[config.mk]
export PLATFORM = sky130hd
export DESIGN_NAME = rst_seq
export DESIGN_NICKNAME = d
export VERILOG_FILES = /design/src/rtl/rst_seq.sv
export SDC_FILE = /design/constraint.sdc
export NUM_CORES = 1
export LEC_CHECK = 0
export CAP_MARGIN = 20
export CELL_PAD_IN_SITES_DETAIL_PLACEMENT = 2
export CELL_PAD_IN_SITES_GLOBAL_PLACEMENT = 2
export CORE_MARGIN = 3
export CORE_UTILIZATION = 35
export DETAILED_ROUTE_END_ITERATION = 16
export PLACE_DENSITY = 0.87
export RECOVER_POWER = 50
export SLEW_MARGIN = 10
export SYNTH_ARGS = -nofsm -noshare
export SYNTH_HDL_FRONTEND = slang
export SYNTH_SLANG_ARGS = --single-unit
[constraint.sdc]
create_clock -name clk -period 2.5 [get_ports clk]
set_clock_uncertainty 0.15 [all_clocks]
set_input_delay 0.25 -clock clk [delete_from_list [all_inputs] [get_ports clk]]
set_output_delay 0.25 -clock clk [all_outputs]
set_load 0.02 [all_outputs]
[src/rtl/rst_seq.sv]
// rst_seq: reset receiver and sequencer.
// Takes a raw asynchronous active-low reset and releases a set of staged reset
// outputs synchronously, one stage after another, after a minimum hold time.
// A synchronous software request re-runs the release sequence.
//
// Ports:
//   clk         in   rising-edge clock
//   rst_n       in   asynchronous active-low reset (assert async, release synced)
//   sw_rst_req  in   synchronous software reset request, sampled every edge
//   rst_out     out  [STAGES] staged resets, asserted level = ACTIVE_HIGH
//   ready       out  high once every rst_out bit is deasserted
//   sw_rst_cnt  out  [8] saturating count of accepted software requests
module rst_seq #(
    parameter int unsigned STAGES      = 3,
    parameter int unsigned SYNC_DEPTH  = 2,
    parameter int unsigned HOLD_CYCLES = 16,
    parameter int unsigned GAP_CYCLES  = 4,
    parameter bit          ACTIVE_HIGH = 1'b1
) (
    input  logic              clk,
    input  logic              rst_n,
    input  logic              sw_rst_req,
    output logic [STAGES-1:0] rst_out,
    output logic              ready,
    output logic [7:0]        sw_rst_cnt
);

    localparam int unsigned MAXC = (HOLD_CYCLES > GAP_CYCLES) ? HOLD_CYCLES : GAP_CYCLES;
    localparam int unsigned CW   = (MAXC > 1) ? $clog2(MAXC) : 1;
    localparam int unsigned SW   = (STAGES > 1) ? $clog2(STAGES) : 1;

    typedef enum logic [1:0] {
        ST_ASSERT  = 2'd0,
        ST_HOLD    = 2'd1,
        ST_RELEASE = 2'd2,
        ST_DONE    = 2'd3
    } state_t;

    logic [SYNC_DEPTH-1:0] r_sync;
    logic                  w_sync_out;

    state_t                r_state;
    state_t                w_state_nxt;
    logic [CW-1:0]         r_cnt;
    logic [CW-1:0]         w_cnt_nxt;
    logic [SW-1:0]         r_stg;
    logic [SW-1:0]         w_stg_nxt;
    logic [STAGES-1:0]     r_rel;
    logic [STAGES-1:0]     w_rel_nxt;
    logic                  r_ready;
    logic                  w_ready_nxt;
    logic [7:0]            r_swcnt;
    logic [7:0]            w_swcnt_nxt;

    // Deassertion synchronizer: shifts in a constant 1, cleared asynchronously.
    always_ff @(posedge clk or negedge rst_n) begin
        if (!rst_n) begin
            r_sync <= '0;
        end else begin
            r_sync <= {r_sync[SYNC_DEPTH-2:0], 1'b1};
        end
    end

    assign w_sync_out = r_sync[SYNC_DEPTH-1];

    // State and output registers.
    always_ff @(posedge clk or negedge rst_n) begin
        if (!rst_n) begin
            r_state <= ST_ASSERT;
            r_cnt   <= '0;
            r_stg   <= '0;
            r_rel   <= '0;
            r_ready <= 1'b0;
            r_swcnt <= '0;
        end else begin
            r_state <= w_state_nxt;
            r_cnt   <= w_cnt_nxt;
            r_stg   <= w_stg_nxt;
            r_rel   <= w_rel_nxt;
            r_ready <= w_ready_nxt;
            r_swcnt <= w_swcnt_nxt;
        end
    end

    // Next-state logic. r_rel holds one bit per stage, 1 = released.
    always_comb begin
        w_state_nxt = r_state;
        w_cnt_nxt   = r_cnt;
        w_stg_nxt   = r_stg;
        w_rel_nxt   = r_rel;
        w_ready_nxt = r_ready;
        w_swcnt_nxt = r_swcnt;

        unique case (r_state)
            ST_ASSERT: begin
                // The edge that first sees the synchronized release already
                // counts as hold cycle 1, so stage 0 lands on edge
                // SYNC_DEPTH + HOLD_CYCLES.
                if (w_sync_out) begin
                    if (HOLD_CYCLES == 1) begin
                        w_rel_nxt[0] = 1'b1;
                        w_cnt_nxt    = '0;
                        if (STAGES == 1) begin
                            w_state_nxt = ST_DONE;
                            w_ready_nxt = 1'b1;
                        end else begin
                            w_state_nxt = ST_RELEASE;
                            w_stg_nxt   = SW'(1);
                        end
                    end else begin
                        w_state_nxt = ST_HOLD;
                        w_cnt_nxt   = CW'(1);
                    end
                end
            end
            ST_HOLD: begin
                if (r_cnt == CW'(HOLD_CYCLES - 1)) begin
                    w_rel_nxt[0] = 1'b1;
                    w_cnt_nxt    = '0;
                    if (STAGES == 1) begin
                        w_state_nxt = ST_DONE;
                        w_ready_nxt = 1'b1;
                    end else begin
                        w_state_nxt = ST_RELEASE;
                        w_stg_nxt   = SW'(1);
                    end
                end else begin
                    w_cnt_nxt = r_cnt + CW'(1);
                end
            end
            ST_RELEASE: begin
                if (r_cnt == CW'(GAP_CYCLES - 1)) begin
                    // Loop-compare avoids a variable index into a 1-bit vector.
                    for (int k = 0; k < STAGES; k++) begin
                        if (SW'(k) == r_stg) begin
                            w_rel_nxt[k] = 1'b1;
                        end
                    end
                    w_cnt_nxt = '0;
                    if (r_stg == SW'(STAGES - 1)) begin
                        w_state_nxt = ST_DONE;
                        w_ready_nxt = 1'b1;
                    end else begin
                        w_stg_nxt = r_stg + SW'(1);
                    end
                end else begin
                    w_cnt_nxt = r_cnt + CW'(1);
                end
            end
            ST_DONE: begin
                w_ready_nxt = 1'b1;
            end
            default: begin
                w_state_nxt = ST_ASSERT;
            end
        endcase

        // Software request overrides everything except the power-on ASSERT phase.
        if (sw_rst_req && (r_state != ST_ASSERT)) begin
            w_state_nxt = ST_HOLD;
            w_cnt_nxt   = '0;
            w_stg_nxt   = '0;
            w_rel_nxt   = '0;
            w_ready_nxt = 1'b0;
            if (r_swcnt != 8'hFF) begin
                w_swcnt_nxt = r_swcnt + 8'd1;
            end
        end
    end

    assign rst_out    = ACTIVE_HIGH ? ~r_rel : r_rel;
    assign ready      = r_ready;
    assign sw_rst_cnt = r_swcnt;

endmodule

# [Word level (Yosys, flattened, before mapping)]
# Index checks and enable logic that the tools add are counted.
[op_classes] n_addsub=3 eq_ne=15 muxes=28 n_bitwise=1 reduce_logical=19
[ops] cell="two-way mux 2 bit" count=10
[ops] cell="inequality test 3 bit (second input constant)" count=6
[ops] cell="two-way mux 4 bit" count=4
[ops] cell="case mux 4 bit (3 select lines)" count=1
[ops] cell="nonzero test 2 bit" count=5
[ops] cell="AND reduction 3 bit" count=3
[ops] cell="adder 8 x 1 -> 8 bit (second input constant)" count=1
[ops] cell="inequality test 8 bit (second input constant)" count=1
[ops] cell="AND reduction 4 bit" count=2
[ops] cell="two-way mux 1 bit" count=7
[ops] cell="equality test 2 bit (second input constant)" count=3
[ops] cell="two-way mux 3 bit" count=2
[ops] cell="case mux 2 bit (3 select lines)" count=1
[ops] cell="nonzero test 3 bit" count=2
[ops] cell="AND reduction 5 bit" count=1
[ops] cell="adder 4 x 1 -> 4 bit (second input constant)" count=1
[ops] cell="equality test 4 x 2 -> 1 bit (second input constant)" count=1
[ops] cell="equality test 4 bit (second input constant)" count=1
[ops] cell="zero test 2 bit" count=2
[ops] cell="case mux 1 bit (2 select lines)" count=2
[ops] cell="case mux 2 bit (2 select lines)" count=1
[ops] cell="AND reduction 2 bit" count=2
[ops] cell="nonzero test 4 bit" count=1
[ops] cell="inverter 3 bit" count=1
[ops] cell="other kinds (5)" count=5
[word_totals] register_bits=22 out_inout_bits=12 elab_cells=75

# [Logic depth before layout (Yosys ltp)]
[logic_depth] word_depth=5 ltp_mapped=7

# [Worst setup path after synthesis]
# OpenSTA, ideal clock, no wires.
[synth_path] path_type="reg-to-reg" from="register r_state[1]" to="register r_state[1]" setup_time_ps=79 t_arrival_ps=1761 required_ps=2271 setup_slack_ps=509 path_stages_with_launch=7 synth_period_minus_slack_ps=1991 path_cell_list="dfrtp_1 inv_1 ha_1 or4b_4 o211ai_2 and3_4 mux2i_1"
[synth_between] elab_chain_cells=4 elab_cells_between_ends=13
[synth_lines] item="from (decl)" line="42" source="state_t r_state;"
[synth_lines] item="from (signal assigned)" line="76" source="r_state <= w_state_nxt;"
[synth_lines] item="nonzero test 2 bit" line="159" source="if (sw_rst_req && (r_state != ST_ASSERT)) begin"
[synth_lines] item="logical AND 1 bit" line="159"
[synth_lines] item="inequality test 3 bit (no line) or nonzero test 4 bit (tied branches)"
[synth_lines] item="AND reduction 5 bit (no line)"
# Several ways; a longest one is shown, not always the timed one.
# A chain may end at the register's enable or synchronous reset.

# [Worst setup path in the final report]
# Same ends and word-level chain as after synthesis.

==> metrics.yaml <==
antenna_found_initial: 0
wl_per_cell_um: 17.1
slew-limit-headroom_pct: 17.6
irDropWorstVdd_mv: 0.431
busiest_layer: "met2"
drt-pass1-iter-count: 4
use_met2_pct: 30.7
crit_type: "reg -> reg"
grt_pass1_vias: 1125
grt_overflow: 0
clkTransAtPathRegs_ns: 0.13
viasPerCell: 5.30
path_cells: "inv_1 -> ha_1 -> or4b_4 -> o211ai_2 -> and3_4 -> mux2i_1"
ys_seq_area_share_pct: 43.7
postSynth.asyncResetShare_pct: 100
period_share_pct: 89.3
grt_use_met1_pct: 19.5
portBuffers: 14
grt_pass1_wl_um: 5480
period_needed_ns: 2.23
drtIter0Drc: 42
fp.dieH_um: 66
tns_ns: 0
cts_buffers: 3
ios: 15
die_w_um: 66
cts.path.max_buffers: 2
rsz0062_at_grt: "false"
nets: 154
finalHoldViolations: 0
gp_congestion: 0.818
reg2reg_from: "r_state[1]$_DFFE_PN0P_"
drc: 0
p_leak_nw: 0.659
slew_violations: 0
worst_pin_slew_ns: 1.24
die-area_sq_um: 4360
setup_viol: 0
syn2layout_area_growth_pct: 18.1
critPathMaxFanout: 7
power.density_nw_per_um2: 1000
netlist_instances: 123
min-delay-start: "r_sync[0]$_DFF_PN0_"
end_kind: "register"
cp_data_required_time_ns: 2.60
final_antenna_net_count: 0
start_kind: "register"
syn_nets: 136
grt_usage_pct: 16.9
h-tree-depth: 1
clock_latency_ns: 0.32
syn_area_sq_um: 1260
maxCapViolations: 0
synth.distinct_cells: 44
tritoncts: "yes"
hold_buffers: 0
hold_path.class: "reg -> reg"
routed_wl_um: 3190
vias: 986
fin_util_pct: 43.9
start_util_pct: 37.2
worstSetupStartpoint: "r_state[1]$_DFFE_PN0P_"
yosys_warnings: 0
status: "complete, no violations"
dpl.hpwl_um: 2440
coreArea_sq_um: 3390
clockRootBuffer: "clkbuf_4"
synth_ff_type: "dfrtp_1"
synth_edf_count: 0
syn_area_per_cell_sq_um: 10.2
use_met3_pct: 3.23
rows: 21
drive_gt1_share_pct: 9.29
post_cts_resized: 0
num_antenna_cells: 0
clock-sinks: 22
synth_seq_cells: 22
clock.fmax_mhz: 448
arrival_ns: 2.34
postCtsSetupBuffers: 0
slowest_stage: "or4b_4"
slowest_delay_ns: 0.58
grt_start_max_net_pins: 23
[state kept, by name, indices dropped and copies added (netlist names)]
name and flops:
r_sync 2, r_stg 2, r_cnt 4, sw_rst_cnt 8, r_rel 3, r_state 2
ready 1
[where the power goes]
part	total [W]	switching, W	internal (W)
Sequential	0.000563	0.000110	0.000453
Combinational	0.000718	0.000397	0.000321
Clock	0.000208	0.000119	0.0000892
[cell type report]
type / instances / area [sq um]
multi-input combinational: 90 / 666
clock buffer: 4 / 36.3
inverter: 8 / 30.0
tap: 46 / 57.6
timing repair buffer: 16 / 148
sequential: 22 / 551
fill: 371 / 1900
[layout by cell type (no fill, tap or decap), types with 3 or more instances in the layout]
master | Yosys | final
ha_1 | 10 | 10
dlygate4sd3_1 | 0 | 3
dfrtp_1 | 22 | 22
clkbuf_4 | 0 | 3
nand3_1 | 8 | 8
clkdlybuf4s50_1 | 0 | 11
o21ai_0 | 3 | 3
a21oi_1 | 6 | 6
inv_1 | 8 | 8
nand4_1 | 3 | 3
xnor2_1 | 4 | 4
mux2_2 | 3 | 3
nand2_1 | 7 | 7
nor2_1 | 5 | 5
nand2b_1 | 5 | 5
[cells by family (layout without fill, tap and decap cells)]
logic type      after synthesis  in the layout  share of synthesized area [%]
fa+ha+maj                    10             10                           9.93
simple gates                 43             43                           19.8
compound gates               26             26                           15.1
other cells                   1              1                          0.298
flops                        22             22                           43.7
mux                           5              5                           4.27
xor+xnor                      5              5                           3.48
buf+inv                      11             28                           3.47
[critical path, delay by kind of cell, from the launching register on]
| kind | cells | cell delay (ns) |
|---|---|---|
| buf+inv | 1 | 0.10 |
| fa+ha+maj | 1 | 0.26 |
| simple gates | 2 | 0.85 |
| flops | 1 | 0.43 |
| compound gates | 1 | 0.19 |
| mux | 1 | 0.18 |
[Yosys cell counts (2+ instances only)]
library cell | count | share of area [%]
dfrtp_1 | 22 | 44
o21ai_0 | 3 | 1.2
o31ai_1 | 2 | 1.2
nand2_1 | 7 | 2.1
and2_1 | 2 | 0.99
nor2b_1 | 2 | 0.99
ha_1 | 10 | 9.9
nand4_1 | 3 | 1.5
nor3_1 | 2 | 0.79
inv_1 | 8 | 2.4
a21oi_1 | 6 | 2.4
mux2_2 | 3 | 2.7
and3_1 | 2 | 0.99
nor2_1 | 5 | 1.5
xnor2_1 | 4 | 2.8
a21o_1 | 2 | 1.2
nand2b_1 | 5 | 2.5
nand3_1 | 8 | 3.2
mux2i_1 | 2 | 1.6
[per-stage QoR]
step           hold slack, ns  instances  worst slack, ns  power (W)  area (sq um)
2_1_floorplan          -0.196        123            0.509    0.00101          1260
3_3_place_gp            0.187        182            0.414    0.00125          1460
3_5_place_dp            0.203        182            0.274    0.00130          1460
4_1_cts                 0.114        186            0.246    0.00153          1500
5_1_grt                 0.234        186            0.137    0.00161          1490
6_report                0.227        186            0.266    0.00149          1490
[layer usage]
metal	share of wire, %	wire length (um)
met2	54	1720
met4	1.5	47
met5	0	0
met3	2.7	87
met1	42	1330
[final timing paths]
| kind | slack (ns) | end | cells past startpoint |
|---|---|---|---|
| max reg2reg | 0.27 | r_state[1]$_DFFE_PN0P_ | 6 |
| min reg2reg | 0.23 | r_sync[1]$_DFF_PN0_ | 0 |
| max | 0.27 | r_state[1]$_DFFE_PN0P_ | 6 |
| min | 0.23 | r_sync[1]$_DFF_PN0_ | 0 |
| max in group asynchronous | 0.93 | sw_rst_cnt[5]$_DFFE_PN0P_ | 2 |
| min in group asynchronous | 0.54 | ready$_DFFE_PN0P_ | 2 |
Note: power is estimated with default switching activity, not from simulation.
